===== src/rtl/sdram_rw_arbiter.sv =====
// Shares one SDRAM command port between camera write bursts and VGA read
// bursts, keeping a per-frame word offset for each side of the frame buffer.
module sdram_rw_arbiter #(
  parameter int unsigned BURST_LEN   = 256,
  parameter int unsigned FRAME_WORDS = 307200,
  parameter int unsigned FIFO_DEPTH  = 1024,
  parameter int unsigned RD_LOW_MARK = 128
) (
  input  logic        clk,
  input  logic        rst_133,
  input  logic        sdram_init_done,
  input  logic [1:0]  cam_bank,
  input  logic [1:0]  vga_bank,
  input  logic        cam_frame_start,
  input  logic        vga_frame_start,
  input  logic [10:0] wr_fifo_level,
  input  logic [10:0] rd_fifo_level,
  input  logic        cmd_ready,
  input  logic        burst_done,
  output logic        cmd_valid,
  output logic        cmd_wr,
  output logic [21:0] cmd_addr,
  output logic        busy
);

  typedef enum logic [2:0] {
    IDLE    = 3'd0,
    WR_REQ  = 3'd1,
    WR_WAIT = 3'd2,
    RD_REQ  = 3'd3,
    RD_WAIT = 3'd4
  } state_t;

  localparam logic [19:0] FRAME_PTR = 20'(FRAME_WORDS);
  localparam logic [20:0] BURST_INC = 21'(BURST_LEN);
  localparam logic [11:0] LOW_MARK  = 12'(RD_LOW_MARK);
  localparam logic [11:0] BURST_LVL = 12'(BURST_LEN);
  localparam logic [11:0] DEPTH_LVL = 12'(FIFO_DEPTH);

  state_t      state_q, state_d;
  logic        cmd_valid_q, cmd_valid_d;
  logic        cmd_wr_q, cmd_wr_d;
  logic [21:0] cmd_addr_q, cmd_addr_d;
  logic        busy_q, busy_d;
  logic [19:0] wr_ptr_q, wr_ptr_d;
  logic [19:0] rd_ptr_q, rd_ptr_d;
  logic        cam_pend_q, cam_pend_d;
  logic        vga_pend_q, vga_pend_d;

  logic [19:0] wr_ptr_eff;
  logic [19:0] rd_ptr_eff;
  logic        cam_restart;
  logic        vga_restart;
  logic        rd_urgent;
  logic        wr_ok;
  logic        rd_ok;
  logic        issue_rd;
  logic        issue_wr;

  // Advance by one burst, clamped so a pointer never passes the frame end.
  function automatic logic [19:0] ptr_advance(input logic [19:0] ptr);
    logic [20:0] sum;
    sum = {1'b0, ptr} + BURST_INC;
    if (sum > {1'b0, FRAME_PTR}) begin
      return FRAME_PTR;
    end else begin
      return sum[19:0];
    end
  endfunction

  // A frame start seen in IDLE already counts for this cycle's arbitration.
  assign wr_ptr_eff  = ((state_q == IDLE) && cam_frame_start) ? 20'd0 : wr_ptr_q;
  assign rd_ptr_eff  = ((state_q == IDLE) && vga_frame_start) ? 20'd0 : rd_ptr_q;
  assign cam_restart = cam_pend_q | cam_frame_start;
  assign vga_restart = vga_pend_q | vga_frame_start;

  assign rd_urgent = ({1'b0, rd_fifo_level} < LOW_MARK) && (rd_ptr_eff < FRAME_PTR);
  assign wr_ok     = ({1'b0, wr_fifo_level} >= BURST_LVL) && (wr_ptr_eff < FRAME_PTR);
  assign rd_ok     = (({1'b0, rd_fifo_level} + BURST_LVL) <= DEPTH_LVL) && (rd_ptr_eff < FRAME_PTR);
  assign issue_rd  = sdram_init_done && (rd_urgent || (!wr_ok && rd_ok));
  assign issue_wr  = sdram_init_done && !rd_urgent && wr_ok;

  assign cmd_valid = cmd_valid_q;
  assign cmd_wr    = cmd_wr_q;
  assign cmd_addr  = cmd_addr_q;
  assign busy      = busy_q;

  // Next-state, command and pointer logic.
  always_comb begin
    state_d     = state_q;
    cmd_valid_d = cmd_valid_q;
    cmd_wr_d    = cmd_wr_q;
    cmd_addr_d  = cmd_addr_q;
    busy_d      = busy_q;
    wr_ptr_d    = wr_ptr_q;
    rd_ptr_d    = rd_ptr_q;
    cam_pend_d  = cam_restart;
    vga_pend_d  = vga_restart;
    case (state_q)
      IDLE: begin
        wr_ptr_d   = wr_ptr_eff;
        rd_ptr_d   = rd_ptr_eff;
        cam_pend_d = 1'b0;
        vga_pend_d = 1'b0;
        if (issue_rd) begin
          state_d     = RD_REQ;
          cmd_valid_d = 1'b1;
          cmd_wr_d    = 1'b0;
          cmd_addr_d  = {vga_bank, rd_ptr_eff};
          busy_d      = 1'b1;
        end else if (issue_wr) begin
          state_d     = WR_REQ;
          cmd_valid_d = 1'b1;
          cmd_wr_d    = 1'b1;
          cmd_addr_d  = {cam_bank, wr_ptr_eff};
          busy_d      = 1'b1;
        end else begin
          state_d = IDLE;
        end
      end
      WR_REQ, RD_REQ: begin
        if (cmd_ready) begin
          cmd_valid_d = 1'b0;
          state_d     = (state_q == WR_REQ) ? WR_WAIT : RD_WAIT;
        end else begin
          state_d = state_q;
        end
      end
      WR_WAIT, RD_WAIT: begin
        if (burst_done) begin
          busy_d     = 1'b0;
          state_d    = IDLE;
          cam_pend_d = 1'b0;
          vga_pend_d = 1'b0;
          // A restart requested during the burst wins over that burst's advance.
          if (cam_restart) begin
            wr_ptr_d = 20'd0;
          end else if (state_q == WR_WAIT) begin
            wr_ptr_d = ptr_advance(wr_ptr_q);
          end else begin
            wr_ptr_d = wr_ptr_q;
          end
          if (vga_restart) begin
            rd_ptr_d = 20'd0;
          end else if (state_q == RD_WAIT) begin
            rd_ptr_d = ptr_advance(rd_ptr_q);
          end else begin
            rd_ptr_d = rd_ptr_q;
          end
        end else begin
          state_d = state_q;
        end
      end
      default: begin
        state_d     = IDLE;
        cmd_valid_d = 1'b0;
        busy_d      = 1'b0;
        cam_pend_d  = 1'b0;
        vga_pend_d  = 1'b0;
      end
    endcase
  end

  // State and output registers; reset abandons any burst in progress.
  always_ff @(posedge clk or negedge rst_133) begin
    if (!rst_133) begin
      state_q     <= IDLE;
      cmd_valid_q <= 1'b0;
      cmd_wr_q    <= 1'b0;
      cmd_addr_q  <= 22'd0;
      busy_q      <= 1'b0;
      wr_ptr_q    <= 20'd0;
      rd_ptr_q    <= 20'd0;
      cam_pend_q  <= 1'b0;
      vga_pend_q  <= 1'b0;
    end else begin
      state_q     <= state_d;
      cmd_valid_q <= cmd_valid_d;
      cmd_wr_q    <= cmd_wr_d;
      cmd_addr_q  <= cmd_addr_d;
      busy_q      <= busy_d;
      wr_ptr_q    <= wr_ptr_d;
      rd_ptr_q    <= rd_ptr_d;
      cam_pend_q  <= cam_pend_d;
      vga_pend_q  <= vga_pend_d;
    end
  end

endmodule


===== config.mk =====
export PLATFORM = sky130hd
export DESIGN_NAME = sdram_rw_arbiter
export DESIGN_NICKNAME = d
export VERILOG_FILES = /design/src/rtl/sdram_rw_arbiter.sv
export SDC_FILE = /design/constraint.sdc
export NUM_CORES = 1
export LEC_CHECK = 0
export ABC_CLOCK_PERIOD_IN_PS = 2800
export CAP_MARGIN = 20
export CORE_MARGIN = 5
export CORE_UTILIZATION = 55
export DETAILED_ROUTE_END_ITERATION = 10
export GPL_ROUTABILITY_DRIVEN = 0
export GPL_TIMING_DRIVEN = 0
export PLACE_DENSITY_LB_ADDON = 0.08
export SLEW_MARGIN = 25
export SYNTH_ARGS = -nofsm -noshare
export SYNTH_HDL_FRONTEND = slang
export SYNTH_SLANG_ARGS = --single-unit

===== constraint.sdc =====
create_clock -name clk -period 2.8 [get_ports clk]
set_clock_uncertainty 0.05 [all_clocks]
set_input_delay 0.56 -clock clk [delete_from_list [all_inputs] [get_ports clk]]
set_output_delay 0.56 -clock clk [all_outputs]
set_load 0.05 [all_outputs]

# Word-level counts from Yosys, hierarchy flattened
# Index checks and enable logic that the tools add are counted.
# word_totals
ff_bits	70
latchBits	0
ram_bits	0
mem_bits_ro	0
word_cells	86
mem_count	0
# op_classes
addsub	3
mul	0
n_div	0
magnitude_cmp	7
eq_ne	9
shift	0
muxes	31
bitwise	4
n_reduce_logical	23
# op_table
cell	count
$mux W20	10
$pmux W20 S2	2
$mux W22	2
$add A20 B9 Y21 const B	2
$gt A21 B19 Y1 const B	2
$lt A20 B19 Y1 const B	2
$add A11 B9 Y12 const B	1
$le A12 B11 Y1 const B	1
$reduce_and A3 Y1	4
$ge A11 B9 Y1 const B	1
$lt A11 B8 Y1 const B	1
$logic_and A1 B1 Y1	9
$mux W3	3
$ne A3 B3 Y1 const B	3
$pmux W3 S3	1
$mux W1	8
$eq A3 B2 Y1 const B	2
$pmux W1 S3	2
$ne A2 B2 Y1 const B	2
$pmux W1 S2	2
$reduce_and A2 Y1	2
$reduce_bool A2 Y1	2
$reduce_or A2 Y1	2
$eq A3 B1 Y1 const B	1
7 further kinds	10

# Longest topological paths before layout
# logic_depth
ltp_word	11
mapped_depth	10
mapped_depth_nobuf	8

# Least setup slack after synthesis
# No wires, ideal clock.
# synth_timing
path_type	input to register
startpoint	input port rd_fifo_level[8]
endpoint	register cmd_addr_q[0] (netlist: cmd_addr[0])
setup_time_ns	0.111
arrival_ns	2.296
required_ns	2.639
slack_ns	0.343
stages	9
cell_sequence	ha_1 nor4b_1 a32oi_1 a31oi_1 nor2_1 o21ai_1 nand3_1 clkbuf_1 a222oi_1
# synth_via
elab_chain_len	8
word_cells_on_any_way	14
classes_between	add/sub: 1; order compare: 2; mux: 1; reduce/logical: 10
# synth_lines
item	line_no	rtl
start: declaration	17	input logic [10:0] rd_fifo_level,
$add A11 B9 Y12	79	assign rd_ok = (({1'b0, rd_fifo_level} + BURST_LVL) <= DEPTH_LVL) && (rd_ptr_eff < FRAME_PTR);
$le A12 B11 Y1	79	
$logic_and A1 B1 Y1	79	
$logic_and A1 B1 Y1	80	assign issue_rd = sdram_init_done && (rd_urgent || (!wr_ok && rd_ok));
$logic_or A1 B1 Y1	80	
$logic_and A1 B1 Y1	80	
$reduce_bool A2 Y1 (no source line)	n/a	
$reduce_and A2 Y1 (no source line)	n/a	
end signal: assignment	180	cmd_addr_q <= cmd_addr_d;
end: declaration	43	logic [21:0] cmd_addr_q, cmd_addr_d;
# Parallel ways exist; a longest one is shown, timed or not.
# A chain may end at the register's enable or synchronous reset.

# Final worst setup path
# layout_timing
startpoint	register rd_ptr_q[8]
endpoint	register rd_ptr_q[14]
# layout_via
elab_chain_len	7
# layout_lines
item	line_no	rtl
start: declaration	46	logic [19:0] rd_ptr_q, rd_ptr_d;
start signal: assignment	183	rd_ptr_q <= rd_ptr_d;
$add A20 B9 Y21 *	63	sum = {1'b0, ptr} + BURST_INC;
$gt A21 B19 Y1	64	if (sum > {1'b0, FRAME_PTR}) begin
$mux W20 *	64	
$mux W20 *	145	end else if (state_q == RD_WAIT) begin
$mux W20 *	143	if (vga_restart) begin
$mux W20 *	130	if (burst_done) begin
$pmux W20 S2 *	99	case (state_q)
# Every way passes the cells marked *; elsewhere a longest branch is shown, timed or not. The select of a mux whose other input is x is not followed.

==> reports/summary.md <==
The total length of routed met2 wires came out at 5240 um. The clock-pin slew on the worst setup and hold paths is 0.09 ns. In this run the count of I/O pins placed on the die edge is 58. The tool flagged a number of max-cap violations equal to 0.

After synthesis, the mean cell area works out to 9.06 um^2. Summing the areas of all fa, ha and maj instances in the mapped netlist gives 1.24% of the synthesized area. The slowest stage of the critical path is the sky130_fd_sc_hd__dfrtp_1 cell. The flow ran to the end, and the final reports show no timing, DRC or antenna violations. In the final routed layout, each cell accounts on average for 17.7 um.

The number of H-tree branching levels was 3; the path length in cells of the critical path was 10. Among the stages of the critical path, the cell type that occurs most often is sky130_fd_sc_hd__mux2i_1. Entering global routing, the biggest net connects 42 pins. After synthesis, the netlist uses 64 different library cells. The number of global-route vias before repair is 3643, and the total of buffers placed on input and output ports is 49. Setup violations remaining at the end of the flow were counted as 0. Counting along the longest clock path gives a buffer depth of 2.

The signal on the critical path passes through ha_1 -> buf_2 -> inv_1 -> or3_1 -> mux2i_1 -> a22o_1 -> a31o_2 -> buf_6 -> a31oi_1 -> mux2i_1. The worst path uses 95.9% of the clock period. After floorplanning, the core was divided into 31 placement rows.

Summed over all layers, the routed wires come to 10900 um. CTS placed an instance of sky130_fd_sc_hd__clkbuf_8 at the clock tree root. The share of synthesized area in the top cell type comes to 43.5%.

In this run the tightest slew margin relative to its limit is 42.8%. The tools report the post-place setup slack as -0.650 ns. The via count normalized by instance count is 6.07, and the number of nets with antenna violations after detailed routing is 0. The setup slack after layout was 0.116 ns; the compound-gate portion of the synthesized area was 19.9%.

TritonCTS built the clock tree. The hold violation count in the final report was 0; the instance count of the mapped netlist was 445. The number of clock buffers added by TritonCTS is 9. The tools report the global-route wire length before repair as 17700 um. In this run the critical register-to-register path is launched from rd_ptr_q[8]$_DFFE_PN0P_. Cells fill 69.5% of the core in the end.

From bottom edge to top edge, the die measures 95.6 um. The post-synthesis instance area was 4030 um^2; the maximum clock rate was 373 MHz. For this configuration, the core starts out at a cell density of 56.2%.

Leaving out fill and tap cells, the most frequent cells in the layout are sky130_fd_sc_hd__dfrtp_1, sky130_fd_sc_hd__nand2_1, sky130_fd_sc_hd__clkdlybuf4s50_1. The core region is 7180 um^2. Yosys mapped a number of flops with a built-in enable equal to 0. After clock tree synthesis, the flow added hold-fix buffers numbering 0.

The synthesized netlist devotes 1.74% of its cell area to XOR and XNOR gates. The type of the most critical hold path is primary input to asynchronous set/reset pin. The number of detailed-route iterations in the first pass is 7. Summed over all nets, the half-perimeter wirelength after detailed placement is 7810 um. The clock net in this run drives a total of 70 sinks. The critical path start-end classification was register to register.

By area, the combinational part of the netlist is dominated by simple AND/OR/NAND/NOR gates. For the final net count, the log shows 548. By area the synthesized netlist is led by sky130_fd_sc_hd__dfrtp_1, sky130_fd_sc_hd__nand2_1, sky130_fd_sc_hd__a222oi_1, sky130_fd_sc_hd__nand2b_1, sky130_fd_sc_hd__inv_1.

The async set-or-reset flop fraction in the synthesized netlist was 100%; the DRC marker count from the first detailed-route iteration was 279. Summing the areas of all and, or, nand and nor instances in the mapped netlist gives 23.8% of the synthesized area. For the worst flop-to-flop path, the logic depth is 10. Clock latency on the worst-skew pair, taken at its later pin, is 0.36 ns. In this run the top signal layer used is met4. Dominant cell type by area after synthesis: sky130_fd_sc_hd__dfrtp_1. In this run the worst setup path terminates at rd_ptr_q[14]$_DFFE_PN0P_.

From synthesis to final layout, the design area changed by 23.8%. The buffers plus inverters on the worst setup path was 3. Among all flip-flop cells after synthesis, the most frequent one is sky130_fd_sc_hd__dfrtp_1.

The cell family contributing the most delay on the critical path is compound AO/OA/AOI/OAI gates. Tracing the worst setup path back leads to its startpoint at rd_ptr_q[8]$_DFFE_PN0P_. Commonest non-fill, non-tap cell in the layout: sky130_fd_sc_hd__dfrtp_1. Of the synthesized area, sequential elements account for 43.5%. For the worst vdd rail ir drop, the log shows 565 uV. In this run the power density over the cells is 843 nW/um^2.

The worst register-to-register path ends at rd_ptr_q[14]$_DFFE_PN0P_. The flop-to-flop setup slack came out at 0.12 ns. Global routing used 25.1% of the available tracks across all layers. On the worst path, the slowest cell contributes a delay of 0.51 ns. For the pin with the worst max-slew slack, the measured transition is 0.850 ns. The number of antenna violations at the first check in global routing was 0.

The arrival time at the worst endpoint was 2.86 ns. The die extent in x was 95.6 um; the post-synthesis net count was 482. Along the worst path, the maximum fanout reaches 10. The worst setup path is launched from a register.

Static leakage: 2.11 nW. The detailed-route wire length on metal 1 was 4720 um. In the routed design, unresolved DRC markers number 0. Data on the critical path is required at its endpoint by 2.98 ns. The number of max-slew violations in the final report was 0; the global route total overflow was 0. Nature of the critical path endpoint: a register. The sum of met3 wire segment lengths after detailed routing came out at 743 um.

After synthesis the netlist holds a flip-flop and latch count of 70. During synthesis, Yosys emitted a total of 0 warnings. The share of final-layout standard cells stronger than drive strength 1 was 12.6%; the floorplan die area was 9140 um^2. 0 antenna diodes ended up in the layout. The tools report the total number of vias as 3735. The smallest clock period supported by the final layout is computed as 2.68 ns. The share of cell area taken by muxes after synthesis works out to 2.30%.
report_power, final:
group / internal (mW) / total [mW] / switching [mW]
logic: 0.729 / 2.05 / 1.32
registers: 1.23 / 1.37 / 0.143
clock network: 0.338 / 0.786 / 0.448
sequential cells by signal, indices dropped and copies added (netlist names):
signal and count:
cmd_valid 1, cmd_wr 1, cmd_addr 22, rd_ptr_q 20
state_q 3, cam_pend_q 1, wr_ptr_q 20, busy 1
vga_pend_q 1
cell families (layout without fill, tap and decap cells):
group                      after synthesis  count (layout)
and+or+nand+nor                        182             182
buffers and inverters                   68             139
xor gates and xnor gates                 8               8
adders and majority gates                4               4
AOI/OAI and AO/OA                      104             104
muxes                                    9               9
DFF                                     70              70
metrics by stage:
step / total power [mW] / hold slack (ns) / instance area, um^2 / TNS, ns / cells
finish: 4.20 / 0.0809 / 4990 / 0 / 615
global route: 4.42 / 0.0999 / 4990 / -0.0128 / 615
CTS: 4.15 / 0.0939 / 4910 / 0 / 614
detailed placement: 3.32 / 0.422 / 4660 / -15.06 / 594
global placement: 3.28 / 0.420 / 4640 / -102.63 / 593
floorplan: 2.67 / 0.214 / 4030 / 0 / 445
synth_stat cells (4+ instances only):
| cell | instances |
|---|---|
| sky130_fd_sc_hd__ha_1 | 4 |
| sky130_fd_sc_hd__nand2b_1 | 21 |
| sky130_fd_sc_hd__a21boi_1 | 7 |
| sky130_fd_sc_hd__and2_1 | 8 |
| sky130_fd_sc_hd__a21oi_1 | 14 |
| sky130_fd_sc_hd__inv_1 | 34 |
| sky130_fd_sc_hd__o21ai_0 | 16 |
| sky130_fd_sc_hd__a222oi_1 | 19 |
| sky130_fd_sc_hd__nor2_1 | 25 |
| sky130_fd_sc_hd__nand2_1 | 54 |
| sky130_fd_sc_hd__nor3_1 | 8 |
| sky130_fd_sc_hd__nand4_1 | 6 |
| sky130_fd_sc_hd__nor4_1 | 7 |
| sky130_fd_sc_hd__nor2b_1 | 12 |
| sky130_fd_sc_hd__a31oi_1 | 11 |
| sky130_fd_sc_hd__clkbuf_1 | 19 |
| sky130_fd_sc_hd__dfrtp_1 | 70 |
| sky130_fd_sc_hd__xor2_1 | 5 |
| sky130_fd_sc_hd__o22ai_1 | 4 |
| sky130_fd_sc_hd__buf_2 | 8 |
| sky130_fd_sc_hd__nand3_1 | 18 |
| sky130_fd_sc_hd__mux2i_1 | 7 |
layer usage:
layer,up-vias,global-route usage [%]
li1,1731,-
met1,1809,33.7
met2,172,40.0
met3,23,4.42
met4,0,10.5
met5,-,0
layout make-up:
class | count | area, um^2
multi-input combinational | 307 | 2030
sequential | 70 | 1750
clock buffer | 9 | 124
clock inverter | 7 | 61.3
inverter | 34 | 128
fill | 584 | 2190
buffer | 34 | 204
timing repair buffer | 55 | 568
tap | 99 | 124
worst min path at each step:
| stage | to | slack (ns) | depth (start not counted) |
|---|---|---|---|
| 3_3_place_gp | cmd_addr[19]$_DFFE_PN0P_ | 0.42 | 1 |
| 6_report | wr_ptr_q[17]$_DFFE_PN0P_ | 0.08 | 1 |
| 5_1_grt | wr_ptr_q[17]$_DFFE_PN0P_ | 0.1 | 1 |
| 3_5_place_dp | cmd_addr[19]$_DFFE_PN0P_ | 0.42 | 1 |
| 2_1_floorplan | busy$_DFFE_PN0P_ | 0.21 | 0 |
| 4_1_cts | wr_ptr_q[17]$_DFFE_PN0P_ | 0.09 | 1 |
repair_timing:
item | CTS | global route
gates cloned | 0 | 1
setup buffers | 4 | 0
pin swaps | 2 | 5
resized for setup | 10 | 15
setup endpoints to repair | 24 | 37
(Power assumes the default switching activity.)
